==> config.mk <==
export PLATFORM = sky130hd
export DESIGN_NAME = census_transform
export DESIGN_NICKNAME = d
export VERILOG_FILES = /design/src/rtl/census_transform.sv
export SDC_FILE = /design/constraint.sdc
export NUM_CORES = 1
export LEC_CHECK = 0
export ABC_CLOCK_PERIOD_IN_PS = 3500
export BUFFER_PORTS_ARGS = -buffer_cell sky130_fd_sc_hd__buf_4
export CAP_MARGIN = 20
export CORE_MARGIN = 10
export CORE_UTILIZATION = 50
export CTS_CLUSTER_SIZE = 40
export DETAILED_ROUTE_END_ITERATION = 12
export PLACE_DENSITY = 0.8
export SYNTH_ARGS = -nofsm -noshare
export SYNTH_HDL_FRONTEND = slang
export SYNTH_SLANG_ARGS = --single-unit
==> constraint.sdc <==
create_clock -name clk -period 3.5 [get_ports clk]
set_input_delay 0.175 -clock clk [delete_from_list [all_inputs] [get_ports clk]]
set_output_delay 0.175 -clock clk [all_outputs]
set_load 0.1 [all_outputs]
==> src/rtl/census_transform.sv <==
// census_transform
//
// Census-transform stage placed directly after the line buffer in the stereo
// path. For every accepted pixel, the line buffer presents a flat window of
// NUM_LINES x WINDOW_WIDTH pixels. This block compares each non-centre pixel
// with the centre pixel and emits one census bit per non-centre pixel.
// Row and column counters follow the position of the newest pixel, so that
// only windows lying fully inside the frame are flagged valid.
//
// Ports
//   clk      : single clock, rising edge
//   rst      : asynchronous reset, active low
//   en       : pixel accept strobe (the same enable that drives the line buffer)
//   sof      : start of frame, qualified by en; marks pixel (0,0)
//   win      : flat window; pixel p occupies bits [WIDTH*(p+1)-1 : WIDTH*p]
//   census   : CW-bit census vector; holds its value between valid windows
//   valid    : one-cycle pulse; census holds a complete in-frame window
//   sof_out  : with valid, marks the first valid window of a frame
//   eol_out  : with valid, marks the last valid window of a line
module census_transform #(
  parameter  int WIDTH        = 8,
  parameter  int LINE_LENGTH  = 320,
  parameter  int NUM_LINES    = 5,
  parameter  int WINDOW_WIDTH = 5,
  parameter  int NUM_ROWS     = 240,
  localparam int N            = NUM_LINES * WINDOW_WIDTH,
  localparam int CW           = N - 1,
  localparam int C            = N / 2
) (
  input  logic                 clk,
  input  logic                 rst,
  input  logic                 en,
  input  logic                 sof,
  input  logic [WIDTH*N-1:0]   win,
  output logic [CW-1:0]        census,
  output logic                 valid,
  output logic                 sof_out,
  output logic                 eol_out
);

  localparam int COL_W = (LINE_LENGTH > 1) ? $clog2(LINE_LENGTH) : 1;
  localparam int ROW_W = (NUM_ROWS > 1) ? $clog2(NUM_ROWS) : 1;

  localparam logic [COL_W-1:0] COL_LAST  = COL_W'(LINE_LENGTH - 1);
  localparam logic [ROW_W-1:0] ROW_LAST  = ROW_W'(NUM_ROWS - 1);
  localparam logic [COL_W-1:0] COL_FIRST = COL_W'(WINDOW_WIDTH - 1);
  localparam logic [ROW_W-1:0] ROW_FIRST = ROW_W'(NUM_LINES - 1);

  // Bit b compares pixel q (q skips the centre) against the centre pixel.
  // It is set when the pixel is strictly below the centre, unsigned.
  function automatic logic [CW-1:0] census_bits(input logic [WIDTH*N-1:0] w);
    logic [CW-1:0]    r;
    logic [WIDTH-1:0] ctr;
    logic [WIDTH-1:0] px;
    r   = '0;
    ctr = w[WIDTH*C +: WIDTH];
    for (int b = 0; b < CW; b++) begin
      px   = w[WIDTH*((b < C) ? b : b + 1) +: WIDTH];
      r[b] = (px < ctr);
    end
    return r;
  endfunction

  logic              en_d_q, en_d_d;
  logic              sof_d_q, sof_d_d;
  logic [ROW_W-1:0]  row_q, row_d;
  logic [COL_W-1:0]  col_q, col_d;
  logic [ROW_W-1:0]  cur_row;
  logic [COL_W-1:0]  cur_col;
  logic              in_frame;

  logic [CW-1:0]     cmp_p1_q, cmp_p1_d;
  logic              vld_p1_q, vld_p1_d;
  logic              sof_p1_q, sof_p1_d;
  logic              eol_p1_q, eol_p1_d;

  logic [CW-1:0]     census_p2_q, census_p2_d;
  logic              vld_p2_q, vld_p2_d;
  logic              sof_p2_q, sof_p2_d;
  logic              eol_p2_q, eol_p2_d;

  always_comb begin
    en_d_d  = en;
    sof_d_d = en & sof;

    // row_q/col_q hold the position the next sampled pixel will take.
    // A registered sof forces the current pixel to (0,0).
    cur_row = sof_d_q ? '0 : row_q;
    cur_col = sof_d_q ? '0 : col_q;

    row_d = row_q;
    col_d = col_q;
    if (en_d_q) begin
      if (cur_col == COL_LAST) begin
        col_d = '0;
        row_d = (cur_row == ROW_LAST) ? '0 : cur_row + ROW_W'(1);
      end else begin
        col_d = cur_col + COL_W'(1);
        row_d = cur_row;
      end
    end

    // Windows that straddle a line wrap, or that still hold rows from the
    // previous frame, fail this test.
    in_frame = (cur_row >= ROW_FIRST) && (cur_col >= COL_FIRST);

    // Stage 1: comparisons and window flags for the sampled window
    cmp_p1_d = en_d_q ? census_bits(win) : cmp_p1_q;
    vld_p1_d = en_d_q & in_frame;
    sof_p1_d = en_d_q & in_frame & (cur_row == ROW_FIRST) & (cur_col == COL_FIRST);
    eol_p1_d = en_d_q & in_frame & (cur_col == COL_LAST);

    // Stage 2: output registers; census holds between valid windows
    census_p2_d = vld_p1_q ? cmp_p1_q : census_p2_q;
    vld_p2_d    = vld_p1_q;
    sof_p2_d    = vld_p1_q & sof_p1_q;
    eol_p2_d    = vld_p1_q & eol_p1_q;
  end

  always_ff @(posedge clk or negedge rst) begin
    if (!rst) begin
      en_d_q      <= 1'b0;
      sof_d_q     <= 1'b0;
      row_q       <= '0;
      col_q       <= '0;
      cmp_p1_q    <= '0;
      vld_p1_q    <= 1'b0;
      sof_p1_q    <= 1'b0;
      eol_p1_q    <= 1'b0;
      census_p2_q <= '0;
      vld_p2_q    <= 1'b0;
      sof_p2_q    <= 1'b0;
      eol_p2_q    <= 1'b0;
    end else begin
      en_d_q      <= en_d_d;
      sof_d_q     <= sof_d_d;
      row_q       <= row_d;
      col_q       <= col_d;
      cmp_p1_q    <= cmp_p1_d;
      vld_p1_q    <= vld_p1_d;
      sof_p1_q    <= sof_p1_d;
      eol_p1_q    <= eol_p1_d;
      census_p2_q <= census_p2_d;
      vld_p2_q    <= vld_p2_d;
      sof_p2_q    <= sof_p2_d;
      eol_p2_q    <= eol_p2_d;
    end
  end

  assign census  = census_p2_q;
  assign valid   = vld_p2_q;
  assign sof_out = sof_p2_q;
  assign eol_out = eol_p2_q;

endmodule

==> results of run 1 <==
-- stage by stage --
stage	instances	util
final	1087	0.682
after global routing	1087	0.682
after CTS	1086	0.680
after detailed placement	1069	0.654
after global placement	1069	0.654
after floorplan	670	-
-- logic make-up (layout without fill, tap and decap cells) --
| kind of cell | after synthesis | after routing | share of synthesized area |
|---|---|---|---|
| flip-flops | 73 | 73 | 0.275 |
| AND/OR/NAND/NOR | 181 | 181 | 0.143 |
| AO/OA/AOI/OAI | 180 | 180 | 0.188 |
| buffers and inverters | 36 | 277 | 0.0222 |
| multiplexers | 28 | 28 | 0.0469 |
| adder cells (fa/ha/maj) | 172 | 172 | 0.324 |
-- cells in the final DEF (no fill, tap or decap), drive strengths merged, types with 4 or more instances in the layout --
| master | netlist | layout |
|---|---|---|
| buf | 4 | 242 |
| ha | 172 | 172 |
| dfrtp | 73 | 73 |
| a21oi | 54 | 54 |
| nand2 | 38 | 38 |
| nor2 | 38 | 38 |
| nor3 | 29 | 29 |
| nand2b | 27 | 27 |
| nand4 | 26 | 26 |
| o2bb2ai | 26 | 26 |
| a21o | 25 | 25 |
| mux2 | 25 | 25 |
| a211oi | 24 | 24 |
| o211ai | 24 | 24 |
| inv | 18 | 19 |
| clkbuf | 14 | 12 |
| o21ai | 9 | 9 |
| nor4 | 4 | 4 |
| nand3 | 4 | 4 |
| nand4b | 4 | 4 |
-- state kept, by name (all words and copies together) (netlist names) --
register and flops:
eol_out 1, cmp_p1_q 24, eol_p1_q 1, en_d_q 1, row_q 8, sof_d_q 1
sof_p1_q 1, col_q 9, sof_out 1, valid 1, vld_p1_q 1, census 24
-- worst max-delay path, stage by stage, from the launching register on --
cell	delay [ns]
dfrtp_1	0.53
inv_1	0.22
nand2_1	0.11
inv_1	0.07
ha_1	0.21
nand4_1	0.16
nor3b_1	0.50
buf_4	0.25
nand2_1	0.08
nor4b_1	0.31
a221o_1	0.14
-- worst paths after layout --
kind	startpoint	depth (start not counted)	endpoint	slack (ns)
hold / removal	rst	1	census[3]$_DFFE_PN0P_	-0.03
max in group asynchronous	rst	1	cmp_p1_q[7]$_DFFE_PN0P_	2.92
setup / recovery	sof_d_q$_DFF_PN0_	10	row_q[5]$_DFFE_PN0P_	0.85
min in group clk	sof	2	sof_d_q$_DFF_PN0_	0.08
setup reg to reg	sof_d_q$_DFF_PN0_	10	row_q[5]$_DFFE_PN0P_	0.85
hold reg to reg	sof_p1_q$_DFF_PN0_	1	sof_out$_DFF_PN0_	0.47
-- routing by layer --
layer	vias to the layer above	wire length (um)	global-route usage
met3	25	1680	0.0534
met5	-	0	0
met4	0	349	0.0706
met1	2859	8390	0.266
li1	3073	-	-
met2	213	10100	0.385
-- cell type report --
class,count,share of cell area
sequential,73,0.204
multi-input combinational,561,0.521
clock buffer,12,0.0286
timing repair buffer,243,0.206
tap,176,0.0246
inverter,18,0.00755
clock inverter,4,0.00824
-- power breakdown --
| part | internal [uW] | switching (uW) | total, uW |
|---|---|---|---|
| Combinational | 388 | 350 | 738 |
| Sequential | 909 | 64.5 | 973 |
| Clock | 664 | 344 | 1010 |
==> qor.tcl, run 1 <==
set qor(multiInputGateArea_mm2) 0.00466
set qor(ys_dominant_reg_cell) {dfrtp_1}
set qor(post-cts-setup-buffer-count) 0
set qor(setup_ws_ns) 0.851
set qor(wl_per_cell_um) 18.9
set qor(crit_path_end_kind) {register}
set qor(synth-seq-cells) 73
set qor(first_pass_iters) 4
set qor(number_of_cell_rows) 42
set qor(antenna_cells) 0
set qor(effective_utilization_at_floorplan) 0.505
set qor(worstSetupStartpointType) {register}
set qor(clock_sink_count) 73
set qor(yosys.cell_count.top_type) {ha_1}
set qor(synthCells) 670
set qor(outcome) {finished with violations}
set qor(final.min_clock_period_ns) 2.65
set qor(fin_hold_ws_ns) -0.0277
set qor(rsz0062_at_grt) {no}
set qor(cts.hold.buffers_added) 1
set qor(clk_path_buf_depth) 2
set qor(fill_cells) 1097
set qor(avgViaCountPerCell) 5.68
set qor(yosys.area.top_type_share) 0.324
set qor(required_ns) 3.77
set qor(worstPathMaxFanout) 14
set qor(number_of_library_cell_types_mapped_by_synthesis) 47
set qor(global_route_wire_length_before_repair_um) 33100
set qor(total_power_density_per_cell_area_mw_per_mm2) 304
set qor(drt.antenna.violating_nets) 0
set qor(grt_max_degree) 74
set qor(later_pin_clock_latency_in_the_skew_report_ns) 0.33
set qor(postSynthAreaPerCell_um2) 9.91
set qor(hold_path_class) {in -> async}
set qor(synthesis.yosys.warnings) 0
set qor(synth.yosys.seq_area_share) 0.275
set qor(worstPathArrival_ns) 2.92
set qor(max_cap_viol_count) 0
set qor(syn_area_mm2) 0.00664
set qor(synth.top_cells.by_area) {ha_1 (32%), dfrtp_1 (28%), mux2_2 (4.2%)}
set qor(max_slew.worst_pin.slew_ns) 0.917
set qor(grt.total_usage) 0.223
set qor(asyncSetResetFlopFracSynth) 1.00
set qor(finalWeightedCongestion) 0.892
set qor(setup_viol) 0
set qor(clk_root_buffer_cell) {clkbuf_16}
set qor(layout-drive-gt1-share) 0.315
set qor(globalRoute.totalOverflow) 0
set qor(num_vias) 6170
set qor(totalPowerFinal_uw) 2720
set qor(place_hpwl_um) 15600
set qor(mappedNetlistNets) 1046
set qor(port_buffers) 230
set qor(vdd_drop_max_v) 0.000171
set qor(num_io_pins) 231
set qor(max_clock_freq_ghz) 0.378
set qor(placed_cell_area_mm2) 0.00859
set qor(clock_tree_from_tritoncts) {built}
set qor(clock-skew-final_ns) 0.0109
set qor(area.growth.synth_to_final_pct) 34.9
set qor(htreeDepth) 3
set qor(worst_setup_hold_path_clk_slew_ns) 0.06
set qor(number_of_buffers_created_by_cts) 9
set qor(cellLeakagePower_uw) 0.00457
set qor(dieArea_mm2) 0.0183
set qor(cell_accounting_for_the_most_synthesized_area) {ha_1}
set qor(die_height_um) 135
set qor(layout_worst_path_cycle_share) 0.757
set qor(post-route-cell-area_mm2) 0.00895
set qor(post_cts_resize_count) 0
set qor(failed_checks) {hold timing}
set qor(drc_errors) 0
set qor(drt_iter0_drc) 377
set qor(synth_common_cells) {ha_1 (172), dfrtp_1 (73), a21oi_1 (54)}
set qor(grt_antenna_before_repair) 0
set qor(seqCellArea_mm2) 0.00183
set qor(timing.final.hold_violations) 31
set qor(synth_enable_flop_cells) 0
set qor(preCtsSetupSlack_ns) 0.966
set qor(finalWirelength_um) 20500
set qor(max_slew_margin) 0.389
set qor(number_of_global_route_vias_before_repair) 6386
set qor(dieWidth_um) 135
set qor(core_area_mm2) 0.0131
set qor(num-nets-final) 1282
set qor(maxSlewViolCount) 0
set qor(setup_tns_ns) 0
set qor(timing_worst_setup_path_type) {reg -> reg}
Power figures use the tool's default switching activity.
==> run 2, diff against run 1 <==
--- a/config.mk
+++ b/config.mk
@@ -5,7 +5,7 @@
 export SDC_FILE = /design/constraint.sdc
 export NUM_CORES = 1
 export LEC_CHECK = 0
-export ABC_CLOCK_PERIOD_IN_PS = 3500
+export ABC_CLOCK_PERIOD_IN_PS = 2500
 export BUFFER_PORTS_ARGS = -buffer_cell sky130_fd_sc_hd__buf_4
 export CAP_MARGIN = 20
 export CORE_MARGIN = 10
==> constraint.sdc (replaced) <==
create_clock -name clk -period 2.5 [get_ports clk]
set_input_delay 0.125 -clock clk [delete_from_list [all_inputs] [get_ports clk]]
set_output_delay 0.125 -clock clk [all_outputs]
set_load 0.1 [all_outputs]
==> qor.tcl, run 2 (same netlist as run 1, synthesis figures left out) <==
set qor(outcome) {completed} ;# was finished with violations
set qor(cts.hold.buffers_added) 2 ;# was 1
set qor(grt_max_degree) 74 ;# unchanged
set qor(setup_viol) 0 ;# unchanged
set qor(vdd_drop_max_v) 0.000352 ;# was 0.000171 V
set qor(timing.final.hold_violations) 0 ;# was 31
set qor(post-route-cell-area_mm2) 0.00899 ;# was 0.00895 mm^2
set qor(dieArea_mm2) 0.0183 ;# unchanged
set qor(rr_worst_depth) 10 ;# unchanged
set qor(rsz0062_at_grt) {no} ;# unchanged
set qor(place_hpwl_um) 15600 ;# about the same
set qor(num_io_pins) 231 ;# unchanged
set qor(placed_cell_area_mm2) 0.00862 ;# was 0.00859 mm^2
set qor(worstSetupStartpoint) {sof_d_q$_DFF_PN0_} ;# unchanged
set qor(max_slew_margin) 0.391 ;# was 0.389
set qor(post_cts_resize_count) 0 ;# unchanged
set qor(effective_utilization_at_floorplan) 0.505 ;# unchanged
set qor(multiInputGateArea_mm2) 0.00466 ;# unchanged
set qor(drt.antenna.violating_nets) 0 ;# unchanged
set qor(worstPathArrival_ns) 2.49 ;# was 2.92 ns
set qor(drc_errors) 0 ;# unchanged
set qor(worst_r2r_startpoint) {sof_d_q$_DFF_PN0_} ;# unchanged
set qor(later_pin_clock_latency_in_the_skew_report_ns) 0.33 ;# about the same
set qor(globalRoute.totalOverflow) 0 ;# unchanged
set qor(fin_hold_ws_ns) 0.0585 ;# was -0.0277 ns
set qor(drt_iter0_drc) 295 ;# was 377
set qor(layout.cells.most_common_list) {buf_4 (243), ha_1 (172), dfrtp_1 (73), a21oi_1 (54), nand2_1 (38)} ;# was buf_4 (241), ha_1 (172), dfrtp_1 (73), a21oi_1 (54), nand2_1 (38)
set qor(cellLeakagePower_uw) 0.00458 ;# was 0.00457 uW
set qor(clock_tree_from_tritoncts) {built} ;# unchanged
set qor(crit_path_end_kind) {register} ;# unchanged
set qor(final_cells) 1090 ;# was 1087
set qor(worst_setup_hold_path_clk_slew_ns) 0.05 ;# was 0.06 ns
set qor(grt.total_usage) 0.220 ;# was 0.223
set qor(finalWeightedCongestion) 0.885 ;# was 0.892
set qor(totalPowerFinal_uw) 3860 ;# was 2720 uW
set qor(finalWirelength_um) 20500 ;# about the same
set qor(clk_root_buffer_cell) {clkbuf_16} ;# unchanged
set qor(max_clock_freq_ghz) 0.449 ;# was 0.378 GHz
set qor(core_area_mm2) 0.0131 ;# unchanged
set qor(regToRegSetupSlack_ns) 0.27 ;# was 0.85 ns
set qor(timing_worst_setup_path_type) {reg -> reg} ;# unchanged
set qor(max_slew.worst_pin.slew_ns) 0.913 ;# was 0.917 ns
set qor(final.min_clock_period_ns) 2.23 ;# was 2.65 ns
set qor(layout_worst_path_cycle_share) 0.890 ;# was 0.757
set qor(seqCellArea_mm2) 0.00183 ;# unchanged
set qor(port_buffers) 230 ;# unchanged
set qor(htreeDepth) 3 ;# unchanged
set qor(number_of_cell_rows) 42 ;# unchanged
set qor(first_pass_iters) 4 ;# unchanged
set qor(area.growth.synth_to_final_pct) 35.4 ;# was 34.9%
set qor(crit_end) {row_q[5]$_DFFE_PN0P_} ;# unchanged
set qor(layout-drive-gt1-share) 0.316 ;# was 0.315
set qor(post-cts-setup-buffer-count) 0 ;# unchanged
set qor(num-nets-final) 1285 ;# was 1282
set qor(hold_path_class) {in -> reg} ;# was in -> async
set qor(grt_antenna_before_repair) 0 ;# unchanged
set qor(total_power_density_per_cell_area_mw_per_mm2) 429 ;# was 304 mW/mm^2
set qor(number_of_buffers_created_by_cts) 9 ;# unchanged
set qor(worstPathMaxFanout) 10 ;# was 14
set qor(leading_cell_type_in_the_layout_fill_and_taps_excluded) {buf_4} ;# unchanged
set qor(die_height_um) 135 ;# unchanged
set qor(clock-skew-final_ns) 0.00608 ;# was 0.0109 ns
set qor(required_ns) 2.76 ;# was 3.77 ns
set qor(fill_cells) 1058 ;# was 1097
set qor(clock_sink_count) 73 ;# unchanged
set qor(number_of_global_route_vias_before_repair) 6419 ;# was 6386
set qor(avgViaCountPerCell) 5.71 ;# was 5.68
set qor(maxSlewViolCount) 0 ;# unchanged
set qor(max_cap_viol_count) 0 ;# unchanged
set qor(setup_tns_ns) 0 ;# unchanged
set qor(regToRegEndpoint) {row_q[5]$_DFFE_PN0P_} ;# unchanged
set qor(num_vias) 6229 ;# was 6170
set qor(global_route_wire_length_before_repair_um) 32800 ;# was 33100 um
set qor(clk_path_buf_depth) 2 ;# unchanged
set qor(numPlacedInstances) 1072 ;# was 1069
set qor(antenna_cells) 0 ;# unchanged
set qor(wl_per_cell_um) 18.8 ;# was 18.9 um
set qor(worstSetupStartpointType) {register} ;# unchanged
set qor(dieWidth_um) 135 ;# unchanged
## run 2: stage by stage
stage | utilization | setup slack [ns]
after floorplan | - | 0.223
after global placement | 0.656 | 0.365
after detailed placement | 0.656 | 0.288
after CTS | 0.684 | 0.274
after global routing | 0.684 | 0.0568
final | 0.684 | 0.274
## run 2: worst min-delay path by stage
stage,start,to,depth (start not counted)
final,sof,sof_d_q$_DFF_PN0_,2
after global routing,sof,sof_d_q$_DFF_PN0_,2
after CTS,sof,sof_d_q$_DFF_PN0_,2
after detailed placement,en,en_d_q$_DFF_PN0_,1
after global placement,en,en_d_q$_DFF_PN0_,1
after floorplan,rst,census[0]$_DFFE_PN0P_,0
## run 2: report_power, final
part	total, uW	internal [uW]	leakage [uW]	switching (uW)
combinational	1030	541	0.00346	490
clock	1470	1000	0.000166	468
sequential	1360	1270	0.000956	86.3
total	3860	2810	0.00458	1040
## run 2: final cells by class
| cell class | count | area share |
|---|---|---|
| Clock buffer | 11 | 0.0270 |
| Clock inverter | 5 | 0.0114 |
| Inverter | 18 | 0.00752 |
| Multi-Input combinational cell | 561 | 0.519 |
| Sequential cell | 73 | 0.203 |
| Tap cell | 176 | 0.0245 |
| Timing Repair Buffer | 246 | 0.207 |
## run 2: critical path, cell delays in order (launching register included)
cell and delay (ns):
dfrtp_1 0.40, inv_1 0.16, nand2_1 0.10, inv_1 0.07
ha_1 0.21, nand4_1 0.18, nor3b_1 0.29, buf_4 0.23
nand2_1 0.08, nor4b_1 0.30, a221o_1 0.15
## run 2: metal layers
layer  vias to the layer above  track usage  part of all wire
li1                       3076            -                 -
met1                      2942        0.260              0.43
met2                       189        0.390              0.49
met3                        22       0.0523             0.071
met4                         0       0.0568             0.012
met5                         -            0                 0
==> run 3, diff against run 2 <==
--- a/config.mk
+++ b/config.mk
@@ -5,14 +5,17 @@
 export SDC_FILE = /design/constraint.sdc
 export NUM_CORES = 1
 export LEC_CHECK = 0
+export ABC_AREA = 1
 export ABC_CLOCK_PERIOD_IN_PS = 2500
 export BUFFER_PORTS_ARGS = -buffer_cell sky130_fd_sc_hd__buf_4
 export CAP_MARGIN = 20
 export CORE_MARGIN = 10
 export CORE_UTILIZATION = 50
+export CTS_BUF_LIST = sky130_fd_sc_hd__clkbuf_8
 export CTS_CLUSTER_SIZE = 40
 export DETAILED_ROUTE_END_ITERATION = 12
-export PLACE_DENSITY = 0.8
+export PLACE_DENSITY = 0.79
+export SKIP_CTS_REPAIR_TIMING = 1
 export SYNTH_ARGS = -nofsm -noshare
 export SYNTH_HDL_FRONTEND = slang
 export SYNTH_SLANG_ARGS = --single-unit
==> qor.tcl, run 3 <==
set qor(total_power_density_per_cell_area_mw_per_mm2) 360 ;# was 429 mW/mm^2
set qor(mappedNetlistNets) 1227 ;# was 1046
set qor(num-nets-final) 1468 ;# was 1285
set qor(multiInputGateArea_mm2) 0.00470 ;# was 0.00466 mm^2
set qor(required_ns) 2.74 ;# was 2.76 ns
set qor(worstSetupStartpointType) {register} ;# unchanged
set qor(dieArea_mm2) 0.0187 ;# was 0.0183 mm^2
set qor(globalRouteMet1Util) 0.251 ;# was 0.260
set qor(grt.busiest_layer) {met2} ;# unchanged
set qor(synth_top_family_by_area) {adder cells} ;# unchanged
set qor(later_pin_clock_latency_in_the_skew_report_ns) 0.34 ;# was 0.33 ns
set qor(layout.cells.most_common_list) {buf_4 (242), nand2_1 (235), ha_1 (172), dfrtp_1 (73), nand3_1 (65)} ;# was buf_4 (243), ha_1 (172), dfrtp_1 (73), a21oi_1 (54), nand2_1 (38)
set qor(rsz0062_at_grt) {no} ;# unchanged
set qor(preCtsSetupSlack_ns) 0.485 ;# was 0.288 ns
set qor(clock_sink_count) 73 ;# unchanged
set qor(synth.top_cells.by_area) {ha_1 (32%), dfrtp_1 (27%), nand2_1 (13%)} ;# was ha_1 (32%), dfrtp_1 (28%), mux2_2 (4.2%)
set qor(gr-usage-met3) 0.0609 ;# was 0.0523
set qor(antenna_cells) 0 ;# unchanged
set qor(ys_dominant_reg_cell) {dfrtp_1} ;# unchanged
set qor(max_clock_freq_ghz) 0.488 ;# was 0.449 GHz
set qor(synth_enable_flop_cells) 0 ;# unchanged
set qor(grt_util_met2) 0.394 ;# was 0.390
set qor(synthCells) 851 ;# was 670
set qor(timing_worst_setup_path_type) {reg -> reg} ;# unchanged
set qor(seqCellArea_mm2) 0.00183 ;# unchanged
set qor(synth-seq-cells) 73 ;# unchanged
set qor(number_of_buffers_created_by_cts) 9 ;# unchanged
set qor(worst_setup_hold_path_clk_slew_ns) 0.09 ;# was 0.05 ns
set qor(synth.yosys.seq_area_share) 0.267 ;# was 0.275
set qor(finalWeightedCongestion) 0.926 ;# was 0.885
set qor(hold_path_class) {in -> reg} ;# unchanged
set qor(cellLeakagePower_uw) 0.00495 ;# was 0.00458 uW
set qor(drt.antenna.violating_nets) 0 ;# unchanged
set qor(finalWirelength_um) 20800 ;# was 20500 um
set qor(final.min_clock_period_ns) 2.05 ;# was 2.23 ns
set qor(effective_utilization_at_floorplan) 0.514 ;# was 0.505
set qor(post_synth_fa_ha_maj_area_fraction) 0.315 ;# was 0.324
set qor(num_io_pins) 231 ;# unchanged
set qor(first_pass_iters) 4 ;# unchanged
set qor(place_hpwl_um) 16800 ;# was 15600 um
set qor(layout-drive-gt1-share) 0.272 ;# was 0.316
set qor(grt_max_degree) 74 ;# unchanged
set qor(fill_cells) 1183 ;# was 1058
set qor(synth_compound_area_frac) 0.0936 ;# was 0.188
set qor(syn_area_mm2) 0.00683 ;# was 0.00664 mm^2
set qor(clock_tree_from_tritoncts) {built} ;# unchanged
set qor(wl_per_cell_um) 16.3 ;# was 18.8 um
set qor(number_of_cell_rows) 42 ;# unchanged
set qor(synth-simple-area-share) 0.235 ;# was 0.143
set qor(vdd_drop_max_v) 0.000219 ;# was 0.000352 V
set qor(yosys-mux-area-fraction) 0.0396 ;# was 0.0469
set qor(yosys.area.top_type_share) 0.315 ;# was 0.324
set qor(clk_path_buf_depth) 2 ;# unchanged
set qor(synth_common_cells) {nand2_1 (235), ha_1 (172), dfrtp_1 (73)} ;# was ha_1 (172), dfrtp_1 (73), a21oi_1 (54)
set qor(max_slew.worst_pin.slew_ns) 0.910 ;# was 0.913 ns
set qor(number_of_library_cell_types_mapped_by_synthesis) 27 ;# was 47
set qor(worstPathArrival_ns) 2.28 ;# was 2.49 ns
set qor(share_of_the_synthesized_netlist_area_taken_by_xor_and_xnor_gates) 0.00513 ;# was 0
set qor(synthesis.yosys.warnings) 0 ;# unchanged
set qor(avgViaCountPerCell) 5.25 ;# was 5.71
set qor(dieWidth_um) 137 ;# was 135 um
set qor(postSynthAreaPerCell_um2) 8.02 ;# was 9.91 um^2
set qor(crit_path_end_kind) {register} ;# unchanged
set qor(drt_iter0_drc) 218 ;# was 295
set qor(port_buffers) 230 ;# unchanged
set qor(drc_errors) 0 ;# unchanged
set qor(cell_accounting_for_the_most_synthesized_area) {ha_1} ;# unchanged
set qor(setup_tns_ns) 0 ;# unchanged
set qor(setup_viol) 0 ;# unchanged
set qor(yosys.cell_count.top_type) {nand2_1} ;# was ha_1
set qor(leading_cell_type_in_the_layout_fill_and_taps_excluded) {buf_4} ;# unchanged
set qor(num_vias) 6688 ;# was 6229
set qor(clock-skew-final_ns) 0.0115 ;# was 0.00608 ns
set qor(maxSlewViolCount) 0 ;# unchanged
set qor(area.growth.synth_to_final_pct) 32.2 ;# was 35.4%
set qor(globalRoute.totalOverflow) 0 ;# unchanged
set qor(die_height_um) 137 ;# was 135 um
set qor(worstPathMaxFanout) 12 ;# was 10
set qor(setup_ws_ns) 0.451 ;# was 0.274 ns
set qor(outcome) {completed} ;# unchanged
set qor(max_cap_viol_count) 0 ;# unchanged
set qor(global_route_wire_length_before_repair_um) 33600 ;# was 32800 um
set qor(clk_root_buffer_cell) {clkbuf_8} ;# was clkbuf_16
set qor(max_slew_margin) 0.393 ;# was 0.391
set qor(core_area_mm2) 0.0133 ;# was 0.0131 mm^2
set qor(grt_antenna_before_repair) 0 ;# unchanged
set qor(grt.total_usage) 0.223 ;# was 0.220
set qor(timing.final.hold_violations) 0 ;# unchanged
set qor(number_of_global_route_vias_before_repair) 6783 ;# was 6419
set qor(asyncSetResetFlopFracSynth) 1.00 ;# unchanged
set qor(htreeDepth) 3 ;# unchanged
set qor(layout_worst_path_cycle_share) 0.820 ;# was 0.890
[run 3: layer usage]
| metal | vias to the layer above | routed length (um) |
|---|---|---|
| li1 | 3421 | - |
| met1 | 3020 | 8460 |
| met2 | 208 | 10000 |
| met3 | 39 | 1650 |
| met4 | 0 | 700 |
| met5 | - | 0 |
[run 3: final cells by class]
type,count,area share
clock buffer,10,0.0152
sequential,73,0.202
timing repair buffer,245,0.205
inverter,60,0.0250
clock inverter,6,0.00735
tap,176,0.0244
multi-input combinational,703,0.521
[run 3: metrics by stage]
stage	util	hold WS (ns)	power, uW	cell area, um^2	std cells
after floorplan	-	-0.171	1860	6830	851
after global placement	0.661	0.245	2280	8790	1254
after detailed placement	0.661	0.246	2320	8790	1254
after CTS	0.677	-0.118	3270	9000	1270
after global routing	0.679	0.178	3490	9030	1273
final	0.679	0.157	3250	9030	1273
[run 3: power breakdown]
group / leakage, uW / switching (uW) / internal (uW)
logic: 0.00389 / 500 / 494
registers: 0.000962 / 49.0 / 1250
clock network: 0.0000949 / 462 / 490
total: 0.00495 / 1010 / 2230
[run 3: path summary, 6_finish.rpt]
path                                    startpoint                  endpoint  slack, ns  cells after the start
worst max-delay path             sof_d_q$_DFF_PN0_      row_q[0]$_DFFE_PN0P_       0.45                      9
worst min-delay path                      win[143]  cmp_p1_q[16]$_DFFE_PN0P_       0.16                      5
worst max register to register   sof_d_q$_DFF_PN0_      row_q[0]$_DFFE_PN0P_       0.45                      9
worst min register to register  eol_p1_q$_DFF_PN0_         eol_out$_DFF_PN0_       0.43                      2
max in group asynchronous                      rst  cmp_p1_q[23]$_DFFE_PN0P_       1.45                      2
min in group asynchronous                      rst     census[1]$_DFFE_PN0P_       0.42                      2
[run 3: cells by family after synthesis]
family | after synthesis
flip-flops | 73
AO/OA/AOI/OAI | 115
buffers and inverters | 75
AND/OR/NAND/NOR | 388
XOR/XNOR | 4
multiplexers | 24
adder cells (fa/ha/maj) | 172
[run 3: critical path, cell delays in order, from the launching register on]
cell     delay [ns]
dfrtp_1        0.57
nor2_1         0.26
ha_1           0.20
nand2_1        0.08
nor2_1         0.31
nand2_1        0.12
nor2_2         0.18
nor2_2         0.08
nor2_1         0.09
o21ai_1        0.06
